### src/rtl/instr_fetch_unit.sv
// Fetch stage: owns the fetch PC, issues credit-limited word requests to imem,
// buffers in-order responses and hands {instr, pc, pc+4} to decode.
module instr_fetch_unit #(
  parameter logic [31:0] RESET_PC = 32'h0000_0000,
  parameter int unsigned DEPTH    = 2
) (
  input  logic        clk,
  input  logic        rst_n,
  output logic        imem_req_valid,
  input  logic        imem_req_ready,
  output logic [31:0] imem_req_addr,
  input  logic        imem_rsp_valid,
  input  logic [31:0] imem_rsp_data,
  input  logic        redirect_valid,
  input  logic [31:0] redirect_pc,
  output logic        instr_valid,
  input  logic        instr_ready,
  output logic [31:0] instr,
  output logic [31:0] instr_pc,
  output logic [31:0] pc_plus4
);

  localparam int unsigned AW = (DEPTH > 1) ? $clog2(DEPTH) : 1;
  localparam int unsigned CW = $clog2(DEPTH + 1);
  localparam int unsigned SW = CW + 1;

  logic [31:0]   data_q [DEPTH];
  logic [31:0]   data_d [DEPTH];
  logic [31:0]   ipc_q  [DEPTH];
  logic [31:0]   ipc_d  [DEPTH];
  logic [AW-1:0] rd_ptr_q, rd_ptr_d, wr_ptr_q, wr_ptr_d;
  logic [CW-1:0] count_q, count_d, outst_q, outst_d, drop_q, drop_d;
  logic [31:0]   pc_q, pc_d;
  logic          run_q, run_d;

  logic          req_fire, rsp_fire, push, pop, fifo_empty;
  logic [SW-1:0] credit_used;
  logic [31:0]   rsp_pc;

  // Outstanding requests were issued back to back, so the oldest kept one sits
  // exactly outst_q words behind the fetch PC once all dropped ones have drained.
  assign rsp_pc      = pc_q - (32'(outst_q) << 2);
  assign fifo_empty  = (count_q == '0);
  assign credit_used = SW'(count_q) + SW'(outst_q);

  assign imem_req_valid = run_q & ~redirect_valid & (credit_used < SW'(DEPTH));
  assign imem_req_addr  = pc_q;
  assign instr_valid    = ~fifo_empty & ~redirect_valid;
  assign instr          = fifo_empty ? 32'd0 : data_q[rd_ptr_q];
  assign instr_pc       = fifo_empty ? 32'd0 : ipc_q[rd_ptr_q];
  assign pc_plus4       = fifo_empty ? 32'd0 : ipc_q[rd_ptr_q] + 32'd4;

  assign req_fire = imem_req_valid & imem_req_ready;
  assign rsp_fire = imem_rsp_valid & (outst_q != '0);
  assign push     = rsp_fire & (drop_q == '0) & ~redirect_valid;
  assign pop      = instr_valid & instr_ready;

  always_comb begin
    data_d   = data_q;
    ipc_d    = ipc_q;
    rd_ptr_d = rd_ptr_q;
    wr_ptr_d = wr_ptr_q;
    count_d  = count_q;
    drop_d   = drop_q;
    pc_d     = pc_q;
    run_d    = 1'b1;
    outst_d  = outst_q + CW'(req_fire) - CW'(rsp_fire);
    if (req_fire) pc_d = pc_q + 32'd4;
    if (redirect_valid) begin
      // Everything still in flight belongs to the old stream.
      pc_d     = {redirect_pc[31:2], 2'b00};
      rd_ptr_d = '0;
      wr_ptr_d = '0;
      count_d  = '0;
      drop_d   = outst_d;
    end else begin
      if (rsp_fire && (drop_q != '0)) drop_d = drop_q - CW'(1);
      if (push) begin
        data_d[wr_ptr_q] = imem_rsp_data;
        ipc_d[wr_ptr_q]  = rsp_pc;
        wr_ptr_d         = wr_ptr_q + AW'(1);
      end
      if (pop) rd_ptr_d = rd_ptr_q + AW'(1);
      count_d = count_q + CW'(push) - CW'(pop);
    end
  end

  always_ff @(posedge clk or negedge rst_n) begin
    if (!rst_n) begin
      for (int i = 0; i < int'(DEPTH); i++) begin
        data_q[i] <= '0;
        ipc_q[i]  <= '0;
      end
      rd_ptr_q <= '0;
      wr_ptr_q <= '0;
      count_q  <= '0;
      outst_q  <= '0;
      drop_q   <= '0;
      pc_q     <= RESET_PC;
      run_q    <= 1'b0;
    end else begin
      data_q   <= data_d;
      ipc_q    <= ipc_d;
      rd_ptr_q <= rd_ptr_d;
      wr_ptr_q <= wr_ptr_d;
      count_q  <= count_d;
      outst_q  <= outst_d;
      drop_q   <= drop_d;
      pc_q     <= pc_d;
      run_q    <= run_d;
    end
  end

endmodule
### config.mk
export PLATFORM = sky130hd
export DESIGN_NAME = instr_fetch_unit
export DESIGN_NICKNAME = d
export VERILOG_FILES = /design/src/rtl/instr_fetch_unit.sv
export SDC_FILE = /design/constraint.sdc
export NUM_CORES = 1
export LEC_CHECK = 0
export CELL_PAD_IN_SITES_DETAIL_PLACEMENT = 0
export CELL_PAD_IN_SITES_GLOBAL_PLACEMENT = 2
export CORE_ASPECT_RATIO = 1.1
export CORE_MARGIN = 1.5
export CORE_UTILIZATION = 32
export CTS_CLUSTER_DIAMETER = 40
export DETAILED_ROUTE_END_ITERATION = 8
export GPL_TIMING_DRIVEN = 0
export PLACE_DENSITY_LB_ADDON = 0.25
export SETUP_SLACK_MARGIN = 0.4
export SLEW_MARGIN = 25
export SYNTH_ARGS = -nofsm -noshare
export SYNTH_HDL_FRONTEND = slang
export SYNTH_SLANG_ARGS = --single-unit
### constraint.sdc
create_clock -name clk -period 9.1 [get_ports clk]
set_clock_uncertainty 0.15 [all_clocks]
set_input_delay 1.365 -clock clk [delete_from_list [all_inputs] [get_ports clk]]
set_output_delay 1.365 -clock clk [all_outputs]
set_load 0.03 [all_outputs]
# Yosys cells after proc, flatten, opt, wreduce, memory -nomap -nowiden
# Index checks and enable logic that the tools add are counted.
# op_classes
add_sub_neg,11
n_mul,0
n_div,0
n_lt_le_gt_ge,4
eq_ne,0
n_shift,0
mux,22
bitwise_logic,12
n_reduce_logical,11
# ops
operator,n
32-bit 2-to-1 mux,12
64-bit bitwise mux,2
32-bit by 3-bit adder with 32-bit output (second input constant),2
32-bit demux with 1-bit select,1
32-bit by 4-bit subtractor with 32-bit output,1
2-bit nonzero test,6
1-bit bitwise AND,8
2-bit 2-to-1 mux,3
2-bit by 1-bit adder with 2-bit output,2
2-bit greater-or-equal comparator (second input constant),2
2-bit logical NOT,2
1-bit 2-to-1 mux,4
1-bit inverter with 2-bit output,2
2-bit by 1-bit subtractor with 2-bit output,2
2-bit by 2-bit adder with 3-bit output,1
3-bit by 2-bit less-than comparator with 1-bit output (second input constant),1
1-bit adder (second input constant),2
1-bit logical AND,2
2-bit by 1-bit less-than comparator with 1-bit output (second input constant),1
1-bit inverter,2
2-bit AND reduction,1
2-bit by 1-bit subtractor with 2-bit output (second input constant),1
# word_totals
ff_bits,169
latch_bits,0
mem_bits_rw,0
mem_bits_ro,0
input_bits,70
out_inout_bits,130
wordCells,71
mem_count,0

# Depth between registers and ports, before layout
# logic_depth
depth_word,7
ltp_mapped,13
ltp_nobuf,12

# Worst setup path before layout
# OpenSTA, ideal clock, no wires.
# synth_timing
path_type,register to output
from,register rd_ptr_q
to,output port pc_plus4[22]
t_arrival_ps,3624
t_required_ps,7585
path_slack_ps,3961
path_stages_with_launch,12
path_buffers,5
cell_sequence,dfrtp_1 buf_2 buf_4 buf_2 buf_2 buf_1 mux2_2 ha_1 a21boi_1 nand4_1 o31a_1 nor3_1
# synth_between
elab_chain_cells,6
# synth_rtl
item,line,rtl
from (decl),31,"logic [AW-1:0] rd_ptr_q, rd_ptr_d, wr_ptr_q, wr_ptr_d;"
from (signal assigned),104,rd_ptr_q <= rd_ptr_d;
1-bit inverter with 2-bit output (not written as such),51,assign pc_plus4 = fifo_empty ? 32'd0 : ipc_q[rd_ptr_q] + 32'd4;
32-bit 2-to-1 mux (not written as such) (3 in series),51,
32-bit by 3-bit adder with 32-bit output,51,
32-bit 2-to-1 mux,51,
to (decl),20,output logic [31:0] pc_plus4
# Every way passes these cells. The select of a mux whose other input is x is not followed.

# Worst setup path in the final report
# layout_timing
from,register rd_ptr_q
to,output port pc_plus4[30]
# The elaborated chain is that of the path after synthesis.

==> metrics.md <==
| Metric | Value |
|---|---|
| Critical Path End Type | primary output |
| Cell taking the most area after synthesis | dfrtp_1 |
| Share of post-route cells with drive strength above 1 | 0.0499 |
| CTS H-tree depth | 4 |
| Avg WL per Cell | 18.2 µm |
| Worst endpoint required time | about 7600 ps |
| Critical Path Most Common Cell | buf_2 |
| Via density | 5.02 |
| Vias in the first global route | between 8,000 and 9,000 |
| CP Max Fanout | 10 |
| Most frequent cells in the layout | nand2_1 (306), clkdlybuf4s50_1 (190), dfrtp_1 (163) |
| Die area | 0.0300 mm² |
| Detailed Routing Iterations Pass 1 | 4 |
| CTS Hold Buffers Added | 0 |
| Detailed Place HPWL | 23,300 µm |
| Final Max Slew Viols | 0 |
| Setup bufs post-CTS | 0 |
| Unrepaired setup endpoints after global routing | false |
| Hold Startpoint | data_q[19]$_DFFE_PN0P_ |
| Synth Flop Type | dfrtp_1 |
| Mapped Avg Cell Area | between 8 and 9 µm² |
| Async S/R FF share, synth | 1.00 |
| Hold endpoint | data_q[19]$_DFFE_PN0P_ |
| Fillcell total | 2,945 |
| Max Buffers Root-to-Sink | 2 |
| Outcome | finished, final reports clean |
| Crit path time final | 7270 ps |
| ANT nets after route | 0 |
| GRT overflow | 0 |
| Leak Pwr | approximately 0.0050 µW |
| Placement Cell Area | 0.0117 mm² |
| Cells after Synth | 1,113 |
| Starting Density | 0.325 |
| Slowest cell on the critical path | a21boi_1 |
| R2r setup slk | between 5000 and 6000 ps |
| Fmax | 137 MHz |
| Die X | around 170 µm |
| Register area share after synthesis | 0.440 |
| DRC | 0 |
| GR Layer Usage met1 | 0.293 |
| Power Dens Cells | 257 mW/mm² |
| Critical path, cell by cell | buf_2 > buf_4 > buf_2 > buf_2 > buf_1 > mux2_2 > ha_1 > a21boi_1 > nand2_1 > nor4_1 > mux2_2 > clkdlybuf4s50_1 |
| Final wirelength | 31,200 µm |
| Share of the synthesized area in the top cell type | 0.440 |
| Final Hold Fails | 0 |
| Worst r2r src | outst_q[0]$_DFF_PN0_ |
| Slew headroom | 0.365 |
| Final #Nets | 1,411 |
| Initial antenna violation count | 0 |
| Most common cell after layout, fill and taps aside | nand2_1 |
| Type of the tightest min-delay check | flop to flop |
| Final RePlAce weighted congestion | 0.812 |
| CTS tree | yes |
| Worst Path Arrival | 5760 ps |
| Final Cycle Share | 0.799 |
| Setup Crit Path Kind | flop to primary output |
| Die Span Y | about 180 µm |
| Top cells by area, synth | dfrtp_1 (44%), nand2_1 (12%), mux2i_1 (6.6%), o21ai_0 (4.8%), nor2_1 (4.4%) |
| CTS Buf Count | 17 |
| First-pass GRT wire length | 49,700 µm |
| Number of synthesized flops with an enable pin | 0 |
| Detailed Route Iter0 Violations | 550 |
| # resized after CTS | 0 |
| Final instance area | 0.0123 mm² |
| Area growth syn-to-layout | 32.5% |
| Post-synthesis cell type count | 59 |
| Tot GR Track Use | 0.216 |
| Worst IR Drop VDD | 0.0000959 V |
| Met2 Resource Use GR | 0.350 |
| Clock root cell | clkbuf_16 |
| Final setup viols | 0 |
| Reg2reg end | drop_q[1]$_DFFE_PN0P_ |
| R2R cell count | 13 |
| Clk_lat worst skew | 440 ps |
| Via count | between 8,000 and 9,000 |
| Core Box Area | between 0.02 and 0.03 mm² |
| CTS clock-pin slew for the worst setup and hold paths | 60 ps |
| ANT cells | 0 |
| Setup crit start kind | flop |
| Register bit total from synthesis | about 160 |
| Worst-Margin Slew | 950 ps |
| Met3 Use GR | 0.0345 |
| Num ports | 200 |
| Clock sink total | 163 |
| Largest net degree at the start of global routing | 73 |
| Mapped Area | 0.00926 mm² |
| Critical path's largest stage delay | 790 ps |
| Most Crowded Layer GR | met2 |
| # rows | 65 |
| Hold path depth | 2 |
| Pwr Total | 3160 µW |
| Max cap viols | 0 |
| Ys Warns | 0 |
| Port Buffers | approximately 190 |
## layer usage
| layer | up-vias | part of all wire |
|---|---|---|
| met2 | 209 | 0.47 |
| li1 | 4244 | - |
| met4 | 0 | 0.026 |
| met5 | - | 0 |
| met1 | 4089 | 0.46 |
| met3 | 41 | 0.042 |
## critical path, delay by kind of cell, from the launching register on
kind | cells | cell delay [ps]
buffers and inverters | 6 | 2300
and+or+nand+nor | 2 | 880
AOI/OAI and AO/OA | 1 | 790
muxes | 2 | 760
DFF | 1 | 320
adders and majority gates | 1 | 250
## per-stage QoR
step	TNS [ps]	util	cells	worst slack (ps)	hold WS [ps]
2_1_floorplan	0	-	1118	3960	292
5_1_grt	0	0.430	1711	1520	349
3_3_place_gp	-114700	0.408	1677	-726	307
6_report	0	0.430	1711	1830	323
3_5_place_dp	0	0.411	1679	2250	311
4_1_cts	0	0.430	1711	1770	327
## sequential cells by signal, indices dropped and copies added, names as in the netlist
| signal | count |
|---|---|
| count_q | 2 |
| data_q | 64 |
| drop_q | 2 |
| imem_req_addr | 30 |
| ipc_q | 60 |
| outst_q | 2 |
| rd_ptr_q | 1 |
| run_q | 1 |
| wr_ptr_q | 1 |
## how the worst max path moves through the flow
stage | cells after the start | from | endpoint
2_1_floorplan | 11 | rd_ptr_q$_DFFE_PN0P_ | pc_plus4[22]
3_3_place_gp | 1 | rst_n | drop_q[1]$_DFFE_PN0P_
3_5_place_dp | 12 | rd_ptr_q$_DFFE_PN0P_ | pc_plus4[30]
4_1_cts | 12 | rd_ptr_q$_DFFE_PN0P_ | pc_plus4[30]
5_1_grt | 12 | rd_ptr_q$_DFFE_PN0P_ | pc_plus4[30]
6_report | 12 | rd_ptr_q$_DFFE_PN0P_ | pc_plus4[30]
## cells in the mapped netlist, types with 8 or more instances
cell type,number
inv_1,16
ha_1,9
and2_1,9
nor3_1,14
nand3_1,27
a31oi_1,9
o21ai_0,88
nor2b_1,11
nand2_1,306
mux2i_1,61
nor4_1,20
o311ai_0,14
clkbuf_1,58
nor2_1,109
nand4_1,19
a21oi_1,10
dfrtp_1,163
xor2_1,11
or3_1,8
xnor2_1,34
## power by group
group          switching (µW)  total [µW]  leakage, µW  internal, µW
combinational             791        1300      0.00268           506
clock                     330         695     0.000272           365
sequential                183        1160      0.00210           982
## cell families after synthesis
family / share of synthesized area
buffers and inverters: 0.0452
adders and majority gates: 0.0165
other: 0.000811
xor gates and xnor gates: 0.0425
muxes: 0.0708
and+or+nand+nor: 0.276
DFF: 0.440
AOI/OAI and AO/OA: 0.108
## layout make-up
class                      instances  area, µm²  area share
inverter                          16       60.1     0.00489
clock inverter                    14        118     0.00958
timing repair buffer             193       1970       0.161
clock buffer                      18        439      0.0358
buffer                            80        359      0.0292
sequential                       163       4080       0.332
tap                              368        460      0.0375
multi-input combinational        859       4790       0.390
Power figures use the tool's default switching activity.
